==> config.mk <==
export PLATFORM = sky130hd
export DESIGN_NAME = mem_master
export DESIGN_NICKNAME = d
export VERILOG_FILES = /design/src/rtl/mem_master.sv
export SDC_FILE = /design/constraint.sdc
export NUM_CORES = 1
export LEC_CHECK = 0
export CAP_MARGIN = 25
export CORE_MARGIN = 4
export CORE_UTILIZATION = 40
export CTS_BUF_LIST = sky130_fd_sc_hd__clkbuf_4 sky130_fd_sc_hd__clkbuf_8 sky130_fd_sc_hd__clkbuf_16
export CTS_CLUSTER_SIZE = 10
export DETAILED_ROUTE_END_ITERATION = 10
export PLACE_DENSITY_LB_ADDON = 0.1
export SLEW_MARGIN = 20
export SYNTH_ARGS = -nofsm -noshare
export SYNTH_HDL_FRONTEND = slang
export SYNTH_SLANG_ARGS = --single-unit
==> constraint.sdc <==
create_clock -name clk -period 2.1 [get_ports clk]
set_input_delay 0.21 -clock clk [delete_from_list [all_inputs] [get_ports clk]]
set_output_delay 0.21 -clock clk [all_outputs]
set_load 0.05 [all_outputs]
==> src/rtl/mem_master.sv <==
// mem_master: arbitrating fetch/data bus initiator for a start/ready word memory
module mem_master #(
  parameter int AW = 8,
  parameter int DW = 16,
  parameter int TIMEOUT = 15
) (
  input  logic          clk,
  input  logic          reset,
  input  logic          if_req,
  input  logic [AW-1:0] if_addr,
  output logic          if_ack,
  output logic [2*DW-1:0] if_instr,
  input  logic          d_req,
  input  logic          d_we,
  input  logic [AW-1:0] d_addr,
  input  logic [DW-1:0] d_wdata,
  output logic          d_ack,
  output logic [DW-1:0] d_rdata,
  output logic          mem_start,
  output logic          mem_rwn,
  output logic [AW-1:0] mem_addr,
  output logic [DW-1:0] mem_wdata,
  input  logic [DW-1:0] mem_rdata,
  input  logic          mem_ready,
  output logic          busy,
  output logic          err
);
  localparam int TW = $clog2(TIMEOUT + 1);
  typedef enum logic [1:0] {IDLE, ISSUE, WAIT, ACK} state_t;
  state_t state, state_nx;
  logic kind_fetch, we, idx, done, tout, last;
  logic [AW-1:0] addr;
  logic [DW-1:0] wdata;
  logic [TW-1:0] tcnt;
  assign mem_start = state == ISSUE && mem_ready;
  assign mem_addr = addr + AW'(idx);
  assign mem_rwn = kind_fetch | ~we;
  assign mem_wdata = wdata;
  assign busy = state != IDLE;
  assign if_ack = state == ACK && kind_fetch;
  assign d_ack = state == ACK && !kind_fetch;
  always_comb begin
    done = state == WAIT && mem_ready;
    tout = state == WAIT && !mem_ready && tcnt == TW'(TIMEOUT - 1);
    last = !(kind_fetch && !idx);
    state_nx = state == IDLE  ? ((d_req || if_req) ? ISSUE : IDLE) :
               state == ISSUE ? (mem_ready ? WAIT : ISSUE) :
               state == WAIT  ? ((tout || (done && last)) ? ACK : done ? ISSUE : WAIT) :
                                IDLE;
  end
  always_ff @(posedge clk) begin
    if (reset) begin
      state <= IDLE;
      kind_fetch <= 1'b0;
      we <= 1'b0;
      idx <= 1'b0;
      addr <= '0;
      wdata <= '0;
      tcnt <= '0;
      if_instr <= '0;
      d_rdata <= '0;
      err <= 1'b0;
    end else begin
      state <= state_nx;
      tcnt <= state == WAIT ? tcnt + 1'b1 : '0;
      if (state == IDLE && (d_req || if_req)) begin
        kind_fetch <= !d_req;
        we <= d_req && d_we;
        addr <= d_req ? d_addr : if_addr;
        wdata <= d_wdata;
        idx <= 1'b0;
      end
      if (tout) err <= 1'b1;
      if (done && !last) begin
        if_instr[2*DW-1:DW] <= mem_rdata;
        idx <= 1'b1;
      end
      if (done && last && kind_fetch) if_instr[DW-1:0] <= mem_rdata;
      if (done && !kind_fetch && !we) d_rdata <= mem_rdata;
    end
  end
endmodule

==> tab_implementation.tex, run 1 <==
\begin{tabular}{lr}
\hline
Metric & Value \\
\hline
\multicolumn{2}{l}{\textbf{Run status}} \\
Outcome & complete, no violations \\
\multicolumn{2}{l}{\textbf{Power and ir drop}} \\
Power density relative to cell area & between 700 and 800 nW/um\^{}2 \\
Pleak & around 2.1 nW \\
Largest voltage drop on the vdd net & about 340 uV \\
Tot Pwr & roughly 3.7 mW \\
\multicolumn{2}{l}{\textbf{Route}} \\
DRC errors left & 0 \\
Routed len/inst & 15.0 um \\
Routed vias/inst & 4.93 \\
ANT nets after route & 0 \\
Initial DRC count & between 100 and 150 \\
DRT Pass-1 Iters & 4 \\
Overall via count from detail\_route & about 2.9k \\
Routed Wire Length & a little under 9000 um \\
\multicolumn{2}{l}{\textbf{Yosys}} \\
Number of distinct library cells after synthesis & 33 \\
Parity-gate share of the synthesized area counting xor and xnor cells & 2.01\% \\
Register bit count reported by yosys & a little over 80 \\
Post-synthesis average cell area & 10.1 um\^{}2 \\
Synthesized-area fraction occupied by adder cells & under 10\% \\
Multiplexer fraction of the synthesized cell area & between 10\% and 20\% \\
Total number of yosys warnings & 0 \\
Combinational family with the most area after synthesis & simple AND/OR/NAND/NOR gates \\
Netlist Area Pre-Place & $\sim$3500 um\^{}2 \\
Simple-gate portion of the synthesized area & 19.4\% \\
Synthesized net count & about 400 \\
Share of synthesized area occupied by flip-flops and latches & a little under half \\
Mapped Cells & 346 \\
Synthesized-area fraction occupied by ao, oa, aoi and oai cells & a little under a tenth \\
\multicolumn{2}{l}{\textbf{STA}} \\
Setup repair after global routing missed its margin & no \\
Fmax & about 500 MHz \\
Slew at the pin closest to its max-slew limit & about 0.53 ns \\
Setup violators final & 0 \\
Max Slew Vio Count & 0 \\
Slew HR & 64.6\% \\
Final worst path period need & roughly 2 ns \\
Worst setup skew after layout & 0.0131 ns \\
Hold Vio Cnt, Final & 0 \\
Final-layout setup total negative slack & 0 ns \\
Final period util & a little over nine tenths \\
\multicolumn{2}{l}{\textbf{Layout}} \\
NumNets Final & 527 \\
Area taken by multi-input logic gates & about 1700 um\^{}2 \\
Total of fill cells in the finished design & between 700 and 800 \\
Area growth, synth to finish & 47.4\% \\
Share of final-layout standard cells stronger than drive strength 1 & approximately 8.5\% \\
Register cell area after layout & $\sim$1600 um\^{}2 \\
Antenna Cells & 0 \\
\multicolumn{2}{l}{\textbf{Clocking}} \\
Clock Path Buffers & 2 \\
Clk root buf & sky130\_fd\_sc\_hd\_\_clkbuf\_8 \\
Postcts setup bufs & 0 \\
CTS clk-pin slew, worst paths & approximately 0.080 ns \\
Clock latency on the worst-skew pair & about 0.34 ns \\
Sink Count & 82 \\
H-tree depth & 3 \\
CTS buffer count & 9 \\
TritonCTS clock tree & done \\
\multicolumn{2}{l}{\textbf{Place}} \\
GPL Wtd Cong & between 0.7 and 0.8 \\
Detailed Place HPWL & 5960 um \\
I/O Buffers & 131 \\
\multicolumn{2}{l}{\textbf{Critical path}} \\
Endpoint arrival time on the critical path & roughly 1.8 ns \\
Crit path max-delay cell type & sky130\_fd\_sc\_hd\_\_clkdlybuf4s50\_1 \\
Highest fanout seen on the critical path & 7 \\
R2R Path End & if\_instr[21]\$\_SDFFE\_PP0P\_ \\
Type of destination of the critical path & output port \\
Worst Reg2Reg Path Length in Cells & 3 \\
CP Class & reg2out \\
Startpoint types & flip-flop \\
Launch instance of the worst register-to-register path & state[1]\$\_SDFF\_PP0\_ \\
Source of the critical timing path & state[1]\$\_SDFF\_PP0\_ \\
Setup slack of the most critical reg-to-reg path & about 0.57 ns \\
Req. time, crit path & roughly 1.9 ns \\
List of cells traversed by the critical path & nand2\_1, nor2\_1, clkdlybuf4s50\_1 \\
Worst setup path endpoint & d\_ack \\
Crit-path max cell delay & approximately 0.82 ns \\
\multicolumn{2}{l}{\textbf{Die}} \\
Initial cell density of the core & around two fifths \\
Height of the chip & 101 um \\
IO Count & $\sim$130 \\
Floorplan die area & between 10000 and 15000 um\^{}2 \\
Floorplan die width & approximately 100 um \\
Core region area & roughly 8300 um\^{}2 \\
Count of standard-cell rows & 33 \\
\multicolumn{2}{l}{\textbf{Global route}} \\
GR Util All Layers & $\sim$17\% \\
Remaining Overflow, GRT & 0 \\
Initial antenna violation count & 0 \\
Global-route wire length before repair & about 13000 um \\
Maximum number of pins on one net before global-route repair & 97 \\
Via count of the first global-routing pass & approximately 2.8k \\
\multicolumn{2}{l}{\textbf{Min path}} \\
Worst hold-check path type & in2reg \\
\multicolumn{2}{l}{\textbf{Job}} \\
Max Cap Viol & 0 \\
\hline
\end{tabular}
[metal layers]
layer	vias up	GRT usage (%)	share of wire [%]
met5	-	0	0
met4	0	5.83	0.75
met3	5	5.17	7.1
met2	82	26.7	49
met1	1327	21.1	44
li1	1436	-	-
[how the worst min path moves through the flow]
stage	startpoint	endpoint	slack [ns]	cells past startpoint
floorplan	mem_ready	err$_SDFFE_PP0P_	0.31	1
global placement	tcnt[0]$_SDFF_PP0_	tcnt[0]$_SDFF_PP0_	0.44	1
detailed placement	err$_SDFFE_PP0P_	err$_SDFFE_PP0P_	0.46	2
CTS	reset	mem_wdata[2]$_SDFFE_PP0P_	0.36	3
global route	reset	mem_wdata[14]$_SDFFE_PP0P_	0.39	3
finish	reset	mem_wdata[2]$_SDFFE_PP0P_	0.42	3
[cells in the final DEF, fill, tap and decap left out, types with 4 or more instances in the layout]
master                            netlist  final
sky130_fd_sc_hd__nand2b_1              66     66
sky130_fd_sc_hd__nor2_1                10      9
sky130_fd_sc_hd__clkdlybuf4s50_1        0    118
sky130_fd_sc_hd__xnor2_1                6      4
sky130_fd_sc_hd__nand3_1               23     23
sky130_fd_sc_hd__clkbuf_8               0      9
sky130_fd_sc_hd__a211oi_1               9      9
sky130_fd_sc_hd__dfxtp_1               82     82
sky130_fd_sc_hd__buf_4                  0      8
sky130_fd_sc_hd__mux2i_1               56     56
sky130_fd_sc_hd__buf_12                 2      6
sky130_fd_sc_hd__o21ai_0               16     16
sky130_fd_sc_hd__a21oi_1               27     27
[state kept, by name, indices dropped and copies added, names as in the netlist]
register and cells:
idx 1, d_rdata 16, if_instr 32, kind_fetch 1, tcnt 4, we 1
addr 8, state 2, mem_wdata 16, err 1
[through the flow]
step                instance area (um^2)  hold slack (ns)  setup WS (ns)  utilization (%)  cells
finish                              5130            0.418          0.110             61.5    578
global route                        5130            0.386        0.00322             61.5    578
CTS                                 5100            0.361         0.0128             61.2    578
detailed placement                  4870            0.457          0.350             58.4    563
global placement                    4870            0.442          0.402             58.4    563
floorplan                           3480            0.312          0.175                -    346
[cells in the mapped netlist]
| cell | n | area, um^2 |
|---|---|---|
| sky130_fd_sc_hd__o21ai_0 | 16 | 80.1 |
| sky130_fd_sc_hd__buf_12 | 2 | 40.0 |
| sky130_fd_sc_hd__a211oi_1 | 9 | 67.6 |
| sky130_fd_sc_hd__o31ai_1 | 1 | 7.51 |
| sky130_fd_sc_hd__and3_2 | 1 | 7.51 |
| sky130_fd_sc_hd__xor2_1 | 2 | 17.5 |
| sky130_fd_sc_hd__clkbuf_1 | 12 | 45.0 |
| sky130_fd_sc_hd__and4b_4 | 1 | 13.8 |
| sky130_fd_sc_hd__nand2b_1 | 66 | 413 |
| sky130_fd_sc_hd__o221ai_1 | 1 | 8.76 |
| sky130_fd_sc_hd__ha_1 | 4 | 50.1 |
| sky130_fd_sc_hd__o32ai_1 | 1 | 8.76 |
| sky130_fd_sc_hd__inv_2 | 1 | 3.75 |
| sky130_fd_sc_hd__or2b_1 | 1 | 7.51 |
| sky130_fd_sc_hd__nand2_1 | 2 | 7.51 |
| sky130_fd_sc_hd__inv_1 | 2 | 7.51 |
| sky130_fd_sc_hd__buf_6 | 1 | 11.3 |
| sky130_fd_sc_hd__nor2_1 | 10 | 37.5 |
| sky130_fd_sc_hd__o21ba_1 | 1 | 10.0 |
| sky130_fd_sc_hd__mux2i_1 | 56 | 561 |
| sky130_fd_sc_hd__o21ai_1 | 1 | 5.00 |
| sky130_fd_sc_hd__and2b_4 | 1 | 10.0 |
| sky130_fd_sc_hd__a21boi_0 | 1 | 7.51 |
| sky130_fd_sc_hd__nand3_1 | 23 | 115 |
| sky130_fd_sc_hd__xnor2_1 | 6 | 52.6 |
| sky130_fd_sc_hd__nand3_4 | 1 | 17.5 |
| sky130_fd_sc_hd__buf_2 | 9 | 45.0 |
| sky130_fd_sc_hd__or2_1 | 1 | 6.26 |
| sky130_fd_sc_hd__and3_1 | 2 | 12.5 |
| sky130_fd_sc_hd__nand4_4 | 1 | 21.3 |
| sky130_fd_sc_hd__nand4_1 | 1 | 6.26 |
| sky130_fd_sc_hd__dfxtp_1 | 82 | 1640 |
| sky130_fd_sc_hd__a21oi_1 | 27 | 135 |
[critical path, delay by kind of cell (launching register included)]
family	cells	cell delay, ns
flip-flops	1	0.45
buffers and inverters	1	0.82
AND/OR/NAND/NOR	2	0.17
[cell families after synthesis]
kind of cell	after synthesis
simple gates	111
mux	56
flops	82
compound gates	58
buf+inv	27
fa+ha+maj	4
xor+xnor	8
[timing repair]
action,4_1_cts,5_1_grt
setup endpoints to repair,0,4
resized for setup,0,6
hold buffers,0,0
[where the power goes]
part / internal, mW / switching, mW
clock network: 0.798 / 0.549
registers: 1.61 / 0.0447
logic: 0.304 / 0.403
total: 2.71 / 0.996
[layout make-up]
cell class | count | share of cell area [%]
timing repair buffer | 136 | 27.4
clock buffer | 10 | 2.56
tap | 105 | 2.56
inverter | 3 | 0.220
sequential | 82 | 32.0
clock inverter | 5 | 2.02
multi-input combinational | 237 | 33.3
Note: power is estimated with default switching activity, not from simulation.
==> run 2: changes to the inputs <==
Settings changed: CORE_UTILIZATION 40 to 30.
==> run 2 against run 1 <==
Power is 4.8% higher; sequential cell count unchanged; highest routed layer unchanged; global-route usage fell by 3.1 points; routed wire length is 7.0% higher; setup slack worse by 0.055 ns; sequential share of layout area fell by 0.63 points; critical path type unchanged; clock power up 12%; final cell count up 6.7%; clock skew is 0.0048 ns lower.
==> tab_implementation.tex, run 2 (synthesized netlist as in run 1, its figures left out) <==
\begin{tabular}{lr}
\hline
Metric & Value \\
\hline
\multicolumn{2}{l}{\textbf{Run status}} \\
Outcome & complete, no violations \\
\multicolumn{2}{l}{\textbf{Place}} \\
I/O Buffers & 131 (unchanged) \\
Placed Cells & 601 (+6.7\%) \\
Pre-CTS worst setup slack & 0.349 ns (-0.00121 ns) \\
GPL Wtd Cong & 0.765 (+1.2\%) \\
Post-Place Cell Area & 4920 um\^{}2 (+1.1\%) \\
Detailed Place HPWL & 6210 um (+4.3\%) \\
\multicolumn{2}{l}{\textbf{Critical path}} \\
Crit-path max cell delay & 0.81 ns (about the same) \\
Highest fanout seen on the critical path & 4 (-3) \\
List of cells traversed by the critical path & ha\_2, clkdlybuf4s50\_1 \\
Endpoint arrival time on the critical path & 1.83 ns (+0.05 ns) \\
Type of destination of the critical path & output port \\
Startpoint types & flip-flop \\
CP Class & reg2out \\
Req. time, crit path & 1.89 ns (about the same) \\
Crit path max-delay cell type & sky130\_fd\_sc\_hd\_\_clkdlybuf4s50\_1 \\
Setup slack of the most critical reg-to-reg path & 0.57 ns (about the same) \\
\multicolumn{2}{l}{\textbf{Clocking}} \\
CTS buffer count & 9 (unchanged) \\
Resized Gates After CTS & 0 (unchanged) \\
Sink Count & 82 (unchanged) \\
CTS clk-pin slew, worst paths & 0.07 ns (about the same) \\
H-tree depth & 3 (unchanged) \\
TritonCTS clock tree & done \\
Number of hold buffers added after cts & 0 (unchanged) \\
Postcts setup bufs & 0 (unchanged) \\
Clock latency on the worst-skew pair & 0.33 ns (about the same) \\
Clk root buf & sky130\_fd\_sc\_hd\_\_clkbuf\_16 \\
Clock Path Buffers & 2 (unchanged) \\
\multicolumn{2}{l}{\textbf{Job}} \\
Max Cap Viol & 0 (unchanged) \\
\multicolumn{2}{l}{\textbf{Power and ir drop}} \\
Net switching power figure & 1.10 mW (+10\%) \\
Power density relative to cell area & 743 nW/um\^{}2 (+2.7\%) \\
Pleak & 2.09 nW (-0.88\%) \\
Switching share of power & 28.2\% (+1.3 points) \\
Share of total power in sequential cells & 42.7\% (-2.0 points) \\
Share of total power in the clock network & 38.8\% (+2.5 points) \\
Tot Pwr & 3.89 mW (+4.8\%) \\
Combinational power share & 18.5\% (-0.5 points) \\
Int Power & 2.79 mW (+2.9\%) \\
Largest voltage drop on the vdd net & 339 uV (+0.51\%) \\
\multicolumn{2}{l}{\textbf{Global route}} \\
Remaining Overflow, GRT & 0 (unchanged) \\
Initial antenna violation count & 0 (unchanged) \\
Via count of the first global-routing pass & 2748 (-1.6\%) \\
Global-route wire length before repair & 14300 um (+5.9\%) \\
Maximum number of pins on one net before global-route repair & 97 (unchanged) \\
GR Util All Layers & 13.5\% (-3.1 points) \\
\multicolumn{2}{l}{\textbf{STA}} \\
Final worst path period need & 2.04 ns (+0.0547 ns) \\
Worst setup skew after layout & 0.00831 ns (-0.00481 ns) \\
Final-layout setup total negative slack & 0 ns (unchanged) \\
Slew HR & 60.5\% (-4.1 points) \\
Fmax & 489 MHz (-2.7\%) \\
Worst Hold Margin & 0.406 ns (-0.0122 ns) \\
Max Slew Vio Count & 0 (unchanged) \\
Final period util & 97.4\% (+2.6 points) \\
Setup violators final & 0 (unchanged) \\
Post-route setup slack & 0.0552 ns (-0.0547 ns) \\
Slew at the pin closest to its max-slew limit & 0.590 ns (+0.0614 ns) \\
Hold Vio Cnt, Final & 0 (unchanged) \\
\multicolumn{2}{l}{\textbf{Route}} \\
Routed len/inst & 15.0 um (+0.21\%) \\
Initial DRC count & 105 (-5.4\%) \\
Routed Wire Length & 9250 um (+7.0\%) \\
Routed vias/inst & 4.56 (-7.5\%) \\
ANT nets after route & 0 (unchanged) \\
Overall via count from detail\_route & 2814 (-1.3\%) \\
DRT Pass-1 Iters & 4 (unchanged) \\
DRC errors left & 0 (unchanged) \\
\multicolumn{2}{l}{\textbf{Layout}} \\
Register cell area after layout & 1640 um\^{}2 (unchanged) \\
Area growth, synth to finish & 50.4\% \\
Post-Layout Cell Count & 617 (+6.7\%) \\
Area taken by multi-input logic gates & 1710 um\^{}2 (unchanged) \\
Most frequent standard cell in the layout excluding fill and tap cells & sky130\_fd\_sc\_hd\_\_clkdlybuf4s50\_1 \\
Register name with the most flops & if\_instr \\
Post-Layout Inst Area & 5230 um\^{}2 (+2.0\%) \\
Highest-count cells in the layout ignoring fill and taps & sky130\_fd\_sc\_hd\_\_clkdlybuf4s50\_1 (119), sky130\_fd\_sc\_hd\_\_dfxtp\_1 (82), sky130\_fd\_sc\_hd\_\_nand2b\_1 (66), sky130\_fd\_sc\_hd\_\_mux2i\_1 (56), sky130\_fd\_sc\_hd\_\_a21oi\_1 (27) \\
Share of final-layout standard cells stronger than drive strength 1 & 9.07\% (+0.62 points) \\
NumNets Final & 527 (unchanged) \\
Total of fill cells in the finished design & 1134 (+56\%) \\
Utilization after layout & 46.0\% (-15 points) \\
Antenna Cells & 0 (unchanged) \\
Max reg flops & 32 (unchanged) \\
\multicolumn{2}{l}{\textbf{Die}} \\
IO Count & 132 (unchanged) \\
Floorplan die width & 116 um (+14\%) \\
Core region area & 11400 um\^{}2 (+36\%) \\
Height of the chip & 116 um (+14\%) \\
Initial cell density of the core & 30.6\% (-11 points) \\
Floorplan die area & 13400 um\^{}2 (+31\%) \\
Count of standard-cell rows & 39 (+18\%) \\
\multicolumn{2}{l}{\textbf{Min path}} \\
Worst hold-check path type & in2reg \\
\hline
\end{tabular}
==> run 2: changes by cell type in the layout (fill, tap and decap cells not counted), sizes merged <==
cell	change
clkinv	-1
buf	+2
clkinvlp	+4
dlymetal6s2s	-3
bufinv	-3
clkdlybuf4s50	+1
clkbuf	+1
==> run 2: path summary, 6_finish.rpt <==
path | startpoint | end | cells past startpoint
max reg2reg | state[1]$_SDFF_PP0_ | if_instr[30]$_SDFFE_PP0P_ | 3
min reg2reg | tcnt[0]$_SDFF_PP0_ | tcnt[0]$_SDFF_PP0_ | 1
min | reset | mem_wdata[3]$_SDFFE_PP0P_ | 3
max | idx$_SDFFE_PP0P_ | mem_addr[0] | 2
==> run 2: routing by layer <==
metal	up-vias	routed length, um	GRT usage, %	part of all wire, %
met2	69	4300	21.3	46
met5	-	0	0	0
li1	1437	-	-	-
met1	1304	4240	17.6	46
met3	4	643	4.23	7.0
met4	0	67	4.64	0.72
==> run 2: power groups by stage <==
| stage | combinational [mW] | sequential (mW) | clock [mW] |
|---|---|---|---|
| 3_3_place_gp | 0.717 | 1.69 | 0 |
| 4_1_cts | 0.725 | 1.66 | 1.56 |
| 2_1_floorplan | 0.310 | 1.80 | 0 |
| 6_report | 0.718 | 1.66 | 1.51 |
| 3_5_place_dp | 0.722 | 1.69 | 0 |
| 5_1_grt | 0.763 | 1.67 | 1.61 |
==> run 2: critical path, delay by kind of cell (launching register included) <==
kind | cells | cell delay (ns)
fa+ha+maj | 1 | 0.34
flops | 1 | 0.37
buf+inv | 1 | 0.81
==> run 2: area by class of cell <==
cell class	instances	area share (%)
Clock buffer	11	4.83
Multi-Input combinational cell	237	32.6
Sequential cell	82	31.4
Tap cell	143	3.42
Timing Repair Buffer	136	26.8
Clock inverter	5	0.741
Inverter	3	0.215
==> run 3: changes to the inputs <==
Settings changed: CORE_UTILIZATION 30 to 47.
==> run 3 against run 2 <==
Critical endpoint unchanged; combinational power about the same; power down 7.1%; sequential cell count is the same; final cell count is 7.0% lower; via count rose by 3.7%; clock-buffer cell count did not move; worst hold slack worse by 0.065 ns.
==> tab_implementation.tex, run 3 (synthesized netlist as in run 1, its figures left out) <==
\begin{tabular}{lr}
\hline
Metric & Value \\
\hline
\multicolumn{2}{l}{\textbf{Place}} \\
GPL Wtd Cong & 0.832 (+8.8\%) \\
Detailed Place HPWL & 6430 um (+3.4\%) \\
I/O Buffers & 131 (unchanged) \\
Placed Cells & 558 (-7.2\%) \\
\multicolumn{2}{l}{\textbf{Global route}} \\
Remaining Overflow, GRT & 0 (unchanged) \\
Via count of the first global-routing pass & 3092 (+13\%) \\
Global-route wire length before repair & 14600 um (+2.4\%) \\
Maximum number of pins on one net before global-route repair & 42 (-57\%) \\
Initial antenna violation count & 0 (unchanged) \\
GR Util All Layers & 20.9\% (+7.4 points) \\
\multicolumn{2}{l}{\textbf{Layout}} \\
Register cell area after layout & 1640 um\^{}2 (unchanged) \\
Most frequent standard cell in the layout excluding fill and tap cells & sky130\_fd\_sc\_hd\_\_clkdlybuf4s50\_1 \\
Total of fill cells in the finished design & 592 (-48\%) \\
Area growth, synth to finish & 46.5\% \\
NumNets Final & 528 (+0.19\%) \\
Highest-count cells in the layout ignoring fill and taps & sky130\_fd\_sc\_hd\_\_clkdlybuf4s50\_1 (120), sky130\_fd\_sc\_hd\_\_dfxtp\_1 (82), sky130\_fd\_sc\_hd\_\_nand2b\_1 (66), sky130\_fd\_sc\_hd\_\_mux2i\_1 (56), sky130\_fd\_sc\_hd\_\_a21oi\_1 (27) \\
Share of final-layout standard cells stronger than drive strength 1 & 8.63\% (-0.44 points) \\
Max reg flops & 32 (unchanged) \\
Antenna Cells & 0 (unchanged) \\
Area taken by multi-input logic gates & 1700 um\^{}2 (-0.15\%) \\
Register name with the most flops & if\_instr \\
Post-Layout Cell Count & 574 (-7.0\%) \\
Utilization after layout & 70.7\% (+25 points) \\
\multicolumn{2}{l}{\textbf{STA}} \\
Final-layout setup total negative slack & 0 ns (unchanged) \\
Setup violators final & 0 (unchanged) \\
Worst setup skew after layout & 0.00505 ns (-0.00326 ns) \\
Fmax & 492 MHz (+0.65\%) \\
Final period util & 96.7\% (-0.63 points) \\
Max Slew Vio Count & 0 (unchanged) \\
Slew HR & 42.3\% (-18 points) \\
Final worst path period need & 2.03 ns (-0.0133 ns) \\
Hold Vio Cnt, Final & 0 (unchanged) \\
Slew at the pin closest to its max-slew limit & 0.865 ns (+0.276 ns) \\
Worst Hold Margin & 0.341 ns (-0.0646 ns) \\
Setup repair after global routing missed its margin & no \\
\multicolumn{2}{l}{\textbf{Clocking}} \\
Clock Path Buffers & 2 (unchanged) \\
CTS buffer count & 9 (unchanged) \\
TritonCTS clock tree & done \\
CTS clk-pin slew, worst paths & 0.08 ns (about the same) \\
H-tree depth & 3 (unchanged) \\
Clock latency on the worst-skew pair & 0.34 ns (about the same) \\
Clk root buf & sky130\_fd\_sc\_hd\_\_clkbuf\_8 \\
Sink Count & 82 (unchanged) \\
\multicolumn{2}{l}{\textbf{Die}} \\
Height of the chip & 94.1 um (-19\%) \\
Initial cell density of the core & 48.2\% (+18 points) \\
IO Count & 132 (unchanged) \\
Core region area & 7210 um\^{}2 (-37\%) \\
Floorplan die width & 94.1 um (-19\%) \\
Count of standard-cell rows & 31 (-21\%) \\
Floorplan die area & 8850 um\^{}2 (-34\%) \\
\multicolumn{2}{l}{\textbf{Route}} \\
Initial DRC count & 84 (-20\%) \\
ANT nets after route & 0 (unchanged) \\
DRT Pass-1 Iters & 5 (+1) \\
Routed len/inst & 15.7 um (+4.4\%) \\
Overall via count from detail\_route & 2919 (+3.7\%) \\
DRC errors left & 0 (unchanged) \\
Routed Wire Length & 8990 um (-2.9\%) \\
Routed vias/inst & 5.09 (+12\%) \\
\multicolumn{2}{l}{\textbf{Critical path}} \\
Crit path max-delay cell type & sky130\_fd\_sc\_hd\_\_clkdlybuf4s50\_1 \\
List of cells traversed by the critical path & ha\_1, clkdlybuf4s50\_1 \\
Type of destination of the critical path & output port \\
Req. time, crit path & 1.89 ns (about the same) \\
CP Class & reg2out \\
Endpoint arrival time on the critical path & 1.82 ns (about the same) \\
Highest fanout seen on the critical path & 4 (unchanged) \\
Crit-path max cell delay & 0.82 ns (about the same) \\
Startpoint types & flip-flop \\
\multicolumn{2}{l}{\textbf{Power and ir drop}} \\
Power density relative to cell area & 708 nW/um\^{}2 (-4.7\%) \\
Largest voltage drop on the vdd net & 523 uV (+54\%) \\
Pleak & 2.08 nW (-0.41\%) \\
Tot Pwr & 3.61 mW (-7.1\%) \\
\multicolumn{2}{l}{\textbf{Run status}} \\
Outcome & complete, no violations \\
\multicolumn{2}{l}{\textbf{Min path}} \\
Worst hold-check path type & in2reg \\
\multicolumn{2}{l}{\textbf{Job}} \\
Max Cap Viol & 0 (unchanged) \\
\hline
\end{tabular}
-- run 3: cell types whose count changed in the layout (fill, tap and decap cells not counted), sizes merged --
cell,previous run,this run
clkinvlp,4,0
bufinv,0,2
buf,17,16
dlygate4sd2,0,1
clkinv,1,3
clkdlybuf4s50,119,120
-- run 3: path summary, 6_finish.rpt --
| kind | from | endpoint | slack [ns] | cells after the start |
|---|---|---|---|---|
| setup / recovery | idx$_SDFFE_PP0P_ | mem_addr[0] | 0.07 | 2 |
| setup reg to reg | state[1]$_SDFF_PP0_ | if_instr[31]$_SDFFE_PP0P_ | 0.56 | 3 |
| hold reg to reg | tcnt[0]$_SDFF_PP0_ | tcnt[0]$_SDFF_PP0_ | 0.48 | 1 |
| hold / removal | reset | mem_wdata[6]$_SDFFE_PP0P_ | 0.34 | 2 |
-- run 3: power by group --
part	total [mW]	switching [mW]	internal, mW	leakage (nW)
logic	0.718	0.411	0.307	1.30
registers	1.66	0.0474	1.61	0.666
clock network	1.23	0.538	0.695	0.114
-- run 3: through the flow --
| stage | setup WS (ns) | instance area (um^2) |
|---|---|---|
| final | 0.0685 | 5100 |
| after global placement | 0.197 | 4870 |
| after CTS | 0.0494 | 5090 |
| after floorplan | 0.175 | 3480 |
| after detailed placement | 0.197 | 4870 |
| after global routing | 0.00637 | 5100 |
-- run 3: cell type report --
| cell class | count | share of cell area (%) |
|---|---|---|
| Clock buffer | 11 | 2.72 |
| Clock inverter | 5 | 1.55 |
| Inverter | 3 | 0.221 |
| Multi-Input combinational cell | 237 | 33.4 |
| Sequential cell | 82 | 32.2 |
| Tap cell | 99 | 2.43 |
| Timing Repair Buffer | 137 | 27.5 |
-- run 3: repair_timing --
item / 4_1_cts / 5_1_grt
resized for setup: 1 / 2
hold buffers: 0 / 0
hold endpoints to repair: 0 / 0
buffers inserted: 0 / 0
setup endpoints to repair: 1 / 2
-- run 3: critical path: cells and delay by family, from the launching register on --
kind	cells	cell delay [ns]
buf+inv	1	0.82
flops	1	0.37
fa+ha+maj	1	0.30
-- run 3: routing by layer --
metal	share of wire [%]	up-vias	GRT usage, %
li1	-	1435	-
met1	43	1390	24.5
met2	51	84	36.8
met3	4.9	10	4.73
met4	1.4	0	7.94
met5	0	-	0
